## src/rtl/mppt_pkg.sv

```systemverilog
// Shared types, default parameters and the duty-step decision for the
// perturb-and-observe MPPT tracker.
//
// Contents:
//   state_e     - tracker FSM states (idle, calc, decide, settle)
//   step_sel_e  - outcome of one duty perturbation (step or clamp)
//   Def*        - default parameter values used by the tracker top
//   duty_step() - saturating duty-step decision, evaluated wider than the
//                 duty register so duty+step can never wrap
package mppt_pkg;

    typedef enum logic [1:0] {
        StIdle,
        StCalc,
        StDecide,
        StSettle
    } state_e;

    typedef enum logic [1:0] {
        SelUp,
        SelDown,
        SelClampHi,
        SelClampLo
    } step_sel_e;

    localparam int unsigned DefDw       = 8;
    localparam int unsigned DefDutyW    = 8;
    localparam int unsigned DefStep     = 4;
    localparam int unsigned DefDutyMin  = 16;
    localparam int unsigned DefDutyMax  = 240;
    localparam int unsigned DefDutyInit = 128;
    localparam int unsigned DefSettle   = 16;

    // Decide how the duty moves for direction d. Reaching a clamp also
    // reverses the direction, which the caller applies.
    function automatic step_sel_e duty_step(input logic [31:0] duty,
                                            input logic        d,
                                            input logic [31:0] step,
                                            input logic [31:0] lo,
                                            input logic [31:0] hi);
        if (d) begin
            return (duty + step > hi) ? SelClampHi : SelUp;
        end
        return (duty < lo + step) ? SelClampLo : SelDown;
    endfunction

endpackage

```

## src/rtl/mppt_pwm.sv

```systemverilog
// PWM generator driving the converter power stage.
//
// A free-running DUTY_W-bit counter is compared against a latched copy of
// the duty command. The copy only reloads when the counter wraps from
// all-ones to zero, so a duty change never cuts a period short.
//
// Ports:
//   clk     - clock, rising edge
//   rst_n   - asynchronous active-low reset
//   duty_i  - duty command from the tracker
//   pwm_o   - PWM drive, high for duty_act cycles of every 2^DUTY_W
module mppt_pwm #(
    parameter int unsigned DUTY_W = 8
) (
    input  logic              clk,
    input  logic              rst_n,
    input  logic [DUTY_W-1:0] duty_i,
    output logic              pwm_o
);

    logic [DUTY_W-1:0] cnt_q;
    logic [DUTY_W-1:0] duty_act_q;

    // duty_act resets to 0 so the output stays low until the first wrap.
    always_ff @(posedge clk or negedge rst_n) begin
        if (!rst_n) begin
            cnt_q      <= '0;
            duty_act_q <= '0;
        end else begin
            cnt_q <= cnt_q + DUTY_W'(1);
            if (&cnt_q) begin
                duty_act_q <= duty_i;
            end
        end
    end

    assign pwm_o = (cnt_q < duty_act_q);

endmodule

```

## src/rtl/mppt_po_tracker.sv

```systemverilog
// Perturb-and-observe maximum-power-point tracker.
//
// Takes voltage/current sample pairs over a valid/ready handshake, forms
// the full-width power product, compares it with the previous power and
// steps the converter duty toward the maximum, then waits a settle window
// before taking the next sample.
//
// Build option: define MPPT_PWM_EN to instantiate the PWM generator;
// otherwise pwm_out is tied low.
//
// Ports:
//   clk, rst_n       - clock and asynchronous active-low reset
//   ena              - gates sample acceptance in IDLE only
//   v_in, i_in       - unsigned voltage / current samples
//   s_valid, s_ready - sample handshake
//   duty             - registered duty command
//   dir              - perturbation direction, 1 = increase
//   p_last           - last computed power
//   update           - one-cycle pulse when duty/dir/p_last change
//   pwm_out          - PWM drive
module mppt_po_tracker
    import mppt_pkg::*;
#(
    parameter int unsigned DW        = DefDw,
    parameter int unsigned DUTY_W    = DefDutyW,
    parameter int unsigned STEP      = DefStep,
    parameter int unsigned DUTY_MIN  = DefDutyMin,
    parameter int unsigned DUTY_MAX  = DefDutyMax,
    parameter int unsigned DUTY_INIT = DefDutyInit,
    parameter int unsigned SETTLE    = DefSettle
) (
    input  logic              clk,
    input  logic              rst_n,
    input  logic              ena,
    input  logic [DW-1:0]     v_in,
    input  logic [DW-1:0]     i_in,
    input  logic              s_valid,
    output logic              s_ready,
    output logic [DUTY_W-1:0] duty,
    output logic              dir,
    output logic [2*DW-1:0]   p_last,
    output logic              update,
    output logic              pwm_out
);

    localparam int unsigned CntW = (SETTLE > 1) ? $clog2(SETTLE) : 1;

    state_e            state_q;
    logic [DW-1:0]     v_q;
    logic [DW-1:0]     i_q;
    logic [2*DW-1:0]   p_new_q;
    logic [2*DW-1:0]   p_last_q;
    logic [DUTY_W-1:0] duty_q;
    logic              dir_q;
    logic              update_q;
    logic              rdy_q;
    logic [CntW-1:0]   cnt_q;

    logic              dir_new;
    logic              dir_nxt;
    logic [DUTY_W-1:0] duty_nxt;

    // rdy_q is high exactly while the FSM sits in IDLE; ena gates it live
    // so dropping ena blocks acceptance on the very same cycle.
    assign s_ready = rdy_q & ena;

    always_comb begin
        dir_new  = (p_new_q < p_last_q) ? ~dir_q : dir_q;
        duty_nxt = duty_q;
        dir_nxt  = dir_new;
        case (duty_step(32'(duty_q), dir_new, STEP, DUTY_MIN, DUTY_MAX))
            SelClampHi: begin
                duty_nxt = DUTY_W'(DUTY_MAX);
                dir_nxt  = 1'b0;
            end
            SelClampLo: begin
                duty_nxt = DUTY_W'(DUTY_MIN);
                dir_nxt  = 1'b1;
            end
            SelUp:   duty_nxt = duty_q + DUTY_W'(STEP);
            SelDown: duty_nxt = duty_q - DUTY_W'(STEP);
            default: duty_nxt = duty_q;
        endcase
    end

    always_ff @(posedge clk or negedge rst_n) begin
        if (!rst_n) begin
            state_q  <= StIdle;
            v_q      <= '0;
            i_q      <= '0;
            p_new_q  <= '0;
            p_last_q <= '0;
            duty_q   <= DUTY_W'(DUTY_INIT);
            dir_q    <= 1'b1;
            update_q <= 1'b0;
            rdy_q    <= 1'b0;
            cnt_q    <= '0;
        end else begin
            update_q <= 1'b0;
            case (state_q)
                StIdle: begin
                    if (s_valid && s_ready) begin
                        v_q     <= v_in;
                        i_q     <= i_in;
                        rdy_q   <= 1'b0;
                        state_q <= StCalc;
                    end else begin
                        rdy_q <= 1'b1;
                    end
                end
                StCalc: begin
                    p_new_q <= (2*DW)'(v_q) * (2*DW)'(i_q);
                    state_q <= StDecide;
                end
                StDecide: begin
                    duty_q   <= duty_nxt;
                    dir_q    <= dir_nxt;
                    p_last_q <= p_new_q;
                    update_q <= 1'b1;
                    cnt_q    <= '0;
                    state_q  <= StSettle;
                end
                StSettle: begin
                    if (cnt_q == CntW'(SETTLE - 1)) begin
                        rdy_q   <= 1'b1;
                        state_q <= StIdle;
                    end else begin
                        cnt_q <= cnt_q + CntW'(1);
                    end
                end
                default: state_q <= StIdle;
            endcase
        end
    end

    assign duty   = duty_q;
    assign dir    = dir_q;
    assign p_last = p_last_q;
    assign update = update_q;

`ifdef MPPT_PWM_EN
    mppt_pwm #(
        .DUTY_W(DUTY_W)
    ) u_pwm (
        .clk   (clk),
        .rst_n (rst_n),
        .duty_i(duty_q),
        .pwm_o (pwm_out)
    );
`else
    assign pwm_out = 1'b0;
`endif

endmodule

```

## config.mk

```make
export PLATFORM = sky130hd
export DESIGN_NAME = mppt_po_tracker
export DESIGN_NICKNAME = d
export VERILOG_FILES = /design/src/rtl/mppt_pkg.sv /design/src/rtl/mppt_pwm.sv /design/src/rtl/mppt_po_tracker.sv
export SDC_FILE = /design/constraint.sdc
export NUM_CORES = 1
export LEC_CHECK = 0
export BUFFER_PORTS_ARGS = -buffer_cell sky130_fd_sc_hd__buf_4
export CORE_UTILIZATION = 55
export DETAILED_ROUTE_END_ITERATION = 10
export PLACE_DENSITY_LB_ADDON = 0.3
export SKIP_CTS_REPAIR_TIMING = 1
export SLEW_MARGIN = 5
export SYNTH_ARGS = -nofsm -noshare
export SYNTH_HDL_FRONTEND = slang
export SYNTH_SLANG_ARGS = --single-unit
```

## constraint.sdc

```tcl
create_clock -name clk -period 4.5 [get_ports clk]
set_input_delay 0.225 -clock clk [delete_from_list [all_inputs] [get_ports clk]]
set_output_delay 0.225 -clock clk [all_outputs]
set_load 0.01 [all_outputs]
```

After elaboration in Yosys (flattened, before gate mapping)
Cells that the tools add are included.
{"block": "classes", "bitwise": 2, "n_eq_ne": 10, "mux": 17, "multipliers": 1, "n_addsub": 4, "n_reduce_logical": 9, "order_cmp": 3}
{"operator": "8-bit one-hot mux with 4 select lines", "n": 1}
{"operator": "16-bit less-than comparator", "n": 1}
{"operator": "8-bit by 8-bit multiplier with 16-bit output", "n": 1}
{"operator": "2-bit 2-to-1 mux", "n": 6}
{"operator": "8-bit by 3-bit adder with 9-bit output (second input constant)", "n": 1}
{"operator": "9-bit by 8-bit greater-than comparator with 1-bit output (second input constant)", "n": 1}
{"operator": "8-bit by 3-bit adder with 8-bit output (second input constant)", "n": 1}
{"operator": "2-bit equality test (second input constant)", "n": 4}
{"operator": "8-bit by 5-bit less-than comparator with 1-bit output (second input constant)", "n": 1}
{"operator": "2-bit one-hot mux with 4 select lines", "n": 1}
{"operator": "4-bit one-hot mux with 2 select lines", "n": 1}
{"operator": "2-bit AND reduction", "n": 4}
{"operator": "8-bit by 3-bit subtractor with 8-bit output (second input constant)", "n": 1}
{"operator": "2-bit inequality test (second input constant)", "n": 3}
{"operator": "1-bit 2-to-1 mux", "n": 5}
{"operator": "4-bit by 1-bit adder with 4-bit output (second input constant)", "n": 1}
{"operator": "2-bit by 1-bit equality test with 1-bit output (second input constant)", "n": 2}
{"operator": "4-bit equality test (second input constant)", "n": 1}
{"operator": "2-bit logical NOT", "n": 2}
{"operator": "4-bit 2-to-1 mux", "n": 1}
{"operator": "1-bit one-hot mux with 2 select lines", "n": 2}
{"operator": "2-bit nonzero test", "n": 2}
{"operator": "1-bit bitwise AND", "n": 1}
{"operator": "1-bit logical AND", "n": 1}
{"operator": "1-bit inverter", "n": 1}
{"block": "totals", "inputBits": 20, "register_bits": 65, "elab_cells": 56}

Logic depth before layout (Yosys ltp)
{"block": "depth", "ltp_word": 7, "depth_mapped": 17}

Worst setup path after synthesis
OpenSTA, ideal clock, no wires.
{"block": "synth_path", "path_kind": "reg2reg", "startpoint": "reg v_q[2]", "endpoint": "reg p_new_q[13]", "setup_ns": 0.125, "arrival_time_ns": 4.182, "setup_slack_ns": 0.194, "path_stages_with_launch": 14, "path_cell_list": "dfrtp_1 > and2_1 > fa_1 > fa_1 > fa_1 > inv_1 > fa_1 > inv_1 > ha_1 > a2111oi_0 > a211oi_1 > a211oi_1 > xnor2_1 > mux2_2"}
{"block": "synth_via", "elab_chain_cells": 1}
{"element": "start, declared", "line_no": "mppt_po_tracker.sv:49", "source": "logic [DW-1:0] v_q;"}
{"element": "start signal, assigned", "line_no": "mppt_po_tracker.sv:103", "source": "v_q <= v_in;"}
{"element": "8-bit by 8-bit multiplier with 16-bit output", "line_no": "mppt_po_tracker.sv:112", "source": "p_new_q <= (2*DW)'(v_q) * (2*DW)'(i_q);"}
{"element": "end signal, assigned", "line_no": "mppt_po_tracker.sv:112"}
{"element": "end, declared", "line_no": "mppt_po_tracker.sv:51", "source": "logic [2*DW-1:0] p_new_q;"}
Every way passes these cells.
A chain may end at the register's enable or synchronous reset.

Final worst setup path
{"block": "layout_path", "startpoint": "reg v_q[2]", "endpoint": "reg p_new_q[14]"}
Same word-level chain as after synthesis.

==> impl_metrics.ini <==
[clocking]
cts.clk_slew.worst_paths_ns = 0.07
cts.sinks = 63
clock_path_buffers = 2
root_buffer = clkbuf_8
cts_buffers = 9
cts.htree.levels = 3
cts_tree = yes
clk_latency_ns = 0.34

[setup_path]
crit_fanout = 7
crit_path_start_kind = register
cpPeakStageDelay_ns = 0.55
worstSetupStartpoint = v_q[2]
arrival_ns = 4.55
reg2reg_slack_ns = 0.13
crit_path_cell_trace = buf_4 -> nand2_1 -> fa_1 -> fa_1 -> inv_1 -> fa_1 -> inv_1 -> fa_1 -> inv_1 -> ha_1 -> o21a_1 -> o21ai_0 -> nand2_1 -> a41oi_2 -> a21oi_1 -> xnor2_1 -> a21oi_1
rr_endpoint = p_new_q[14]
crit_slowest_cell = fa_1
cp_top_family = adder cells
end_kind = register
reg2reg_from = v_q[2]
worst-setup-path-type = register to register
critical_path_buf_inv_count = 4
critical_path_required_ns = 4.68
r2r_cells = 17
timing.critical_path.mode_cell = fa_1

[run_status]
failed_checks = design-rule violations, negative hold slack
outcome = finished with violations

[global_routing]
grt_pass1_vias = 3606
grt_use_total_pct = 21.0
grt_max_degree = 64
antenna_found_initial = 0
grt_overflow = 0
grt_pass1_wl_mm = 16.4

[logic_synthesis]
synth_area_leader_cell = dfrtp_1
ys_warn_count = 0
yosysUniqueCellTypes = 46
synthFlopType = dfrtp_1
async_reset_ff_share_pct = 100
synth.area.top_cells = dfrtp_1 30%, ha_1 15%, fa_1 15%
synth-edff-count = 0
syn_area_sq_um = 5100
avgSynthCellArea_sq_um = 10.1
synth_cells = 506
ys_ff_latch = 63
synth.top_cell.area_share_pct = 29.9
yosysSeqAreaShare_pct = 30.9

[timing]
finalCritPeriodShare_pct = 97.1
setup_viol = 0
slew_headroom_pct = 43.2
clock_skew_ns = 0.00859
drv_slew = 0
fmax_mhz = 229
fin_hold_ws_ns = -0.0433
min_period_ns = 4.37
worst_pin_slew_ns = 0.852
rsz0062_at_grt = yes
hold_viol_final = 38

[layout]
nets = 688
multiInputGateArea_sq_um = 3250
drive_above_1_share_pct = 21.4
num_antenna_cells = 0
area_delta_synth_final_pct = 15.2
fillCellCount = 704
final_cell_mix = 73 x inv_1, 63 x buf_4, 60 x ha_1, 59 x dfrtp_1, 48 x and2_1
fin_util_pct = 66.4
stdcell_count = 684
final_common_cell = inv_1
seqCellArea_sq_um = 1580

[routing]
drcViolationCount = 2
first_pass_iters = 9
final_antenna_net_count = 0
wl_mm = 9.40
vias = 3613
wl_per_cell_um = 13.7
vias_per_cell = 5.28
drt_iter0_drc = 91

[run]
maxCapViolations = 0

[floorplan]
start_util_pct = 57.7
ioPinCount = 48
coreArea_sq_um = 8850
dieHeight_um = 98.3
placementRows = 34
fp.dieArea_sq_um = 9670
chipWidth_um = 98.3

[placed_design]
hpwlAfterDp_mm = 7.43
dp.cells = 668
portBuffers = 44
gp_congestion = 0.885

[worst_hold_path]
hp-class = input pin to asynchronous set/reset pin
## routing by layer
metal,share of wire [%],up-vias,wire [um],global-route usage [%]
met5,0,-,0,0
met4,0.94,0,88,5.74
met3,2.9,7,273,4.01
met2,48,61,4480,34.2
met1,48,1745,4550,28.9
li1,-,1800,-,-
## synth_stat cells (2+ instances only)
| library cell | count |
|---|---|
| a2111oi_0 | 2 |
| o21ai_1 | 3 |
| o21ai_0 | 25 |
| ha_1 | 60 |
| mux2i_1 | 4 |
| nor3_1 | 4 |
| and2_1 | 48 |
| o21a_1 | 5 |
| nor2b_1 | 3 |
| buf_4 | 3 |
| a31oi_1 | 2 |
| nand2_1 | 46 |
| nand2b_1 | 5 |
| inv_1 | 73 |
| nor2_1 | 11 |
| a211oi_2 | 2 |
| mux2_2 | 28 |
| dfstp_2 | 2 |
| dfrtp_1 | 61 |
| nand3_1 | 8 |
| xnor2_1 | 12 |
| and4b_1 | 2 |
| xor2_1 | 3 |
| nand4_1 | 3 |
| o21bai_1 | 2 |
| a21oi_1 | 19 |
| a21o_1 | 3 |
| o22ai_1 | 4 |
| clkbuf_1 | 7 |
| o22a_1 | 2 |
| a211oi_1 | 3 |
| fa_1 | 37 |
## worst max-delay path by stage
stage                        endpoint  slack (ns)  cells past startpoint
after floorplan           p_new_q[13]        0.19                     13
after detailed placement  p_new_q[14]      -0.006                     14
after CTS                 p_new_q[14]       -0.03                     14
after global routing      p_new_q[14]       -0.06                     17
after global placement    p_new_q[13]        0.12                     14
final                     p_new_q[14]        0.13                     17
## cells by family (layout without fill, tap and decap cells)
family	after synthesis	count (layout)	share of synthesized area, %
mux	32	32	6.96
buf+inv	84	152	6.42
simple gates	135	135	13.8
flops	63	63	30.9
compound gates	78	78	9.68
fa+ha+maj	97	97	29.2
xor+xnor	16	16	2.89
other cells	1	3	0.0735
## sequential cells by signal (all words and copies together), names as in the netlist
| register | count |
|---|---|
| update | 1 |
| state_q | 2 |
| v_q | 8 |
| p_last | 16 |
| p_new_q | 16 |
| i_q | 8 |
| duty | 6 |
| dir | 1 |
| cnt_q | 4 |
| rdy_q | 1 |
## worst register-to-register path: cells and delay by family, from the launching register on
family / cells / cell delay (ns)
fa+ha+maj: 5 / 2.38
compound gates: 5 / 0.80
flops: 1 / 0.38
buf+inv: 4 / 0.31
simple gates: 2 / 0.20
xor+xnor: 1 / 0.14
## stage by stage
stage                     worst slack (ns)  TNS (ns)  area (sq um)
after detailed placement          -0.00574  -0.00574          5670
after CTS                          -0.0339   -0.0412          5830
after floorplan                      0.194         0          5110
after global placement               0.115         0          5670
after global routing               -0.0594    -0.111          5880
final                                0.132         0          5880
## final cells by class
cell class / count / share of cell area (%)
multi-input cells: 361 / 55.2
flip-flops and latches: 63 / 26.9
repair buffers: 63 / 8.04
inverters: 73 / 4.66
clock buffers: 12 / 2.47
well taps: 108 / 2.30
clock inverters: 4 / 0.383
Power is left out: the tool's default activity adds up to more than one toggle a clock period on the data nets, which glitch-free logic cannot reach.
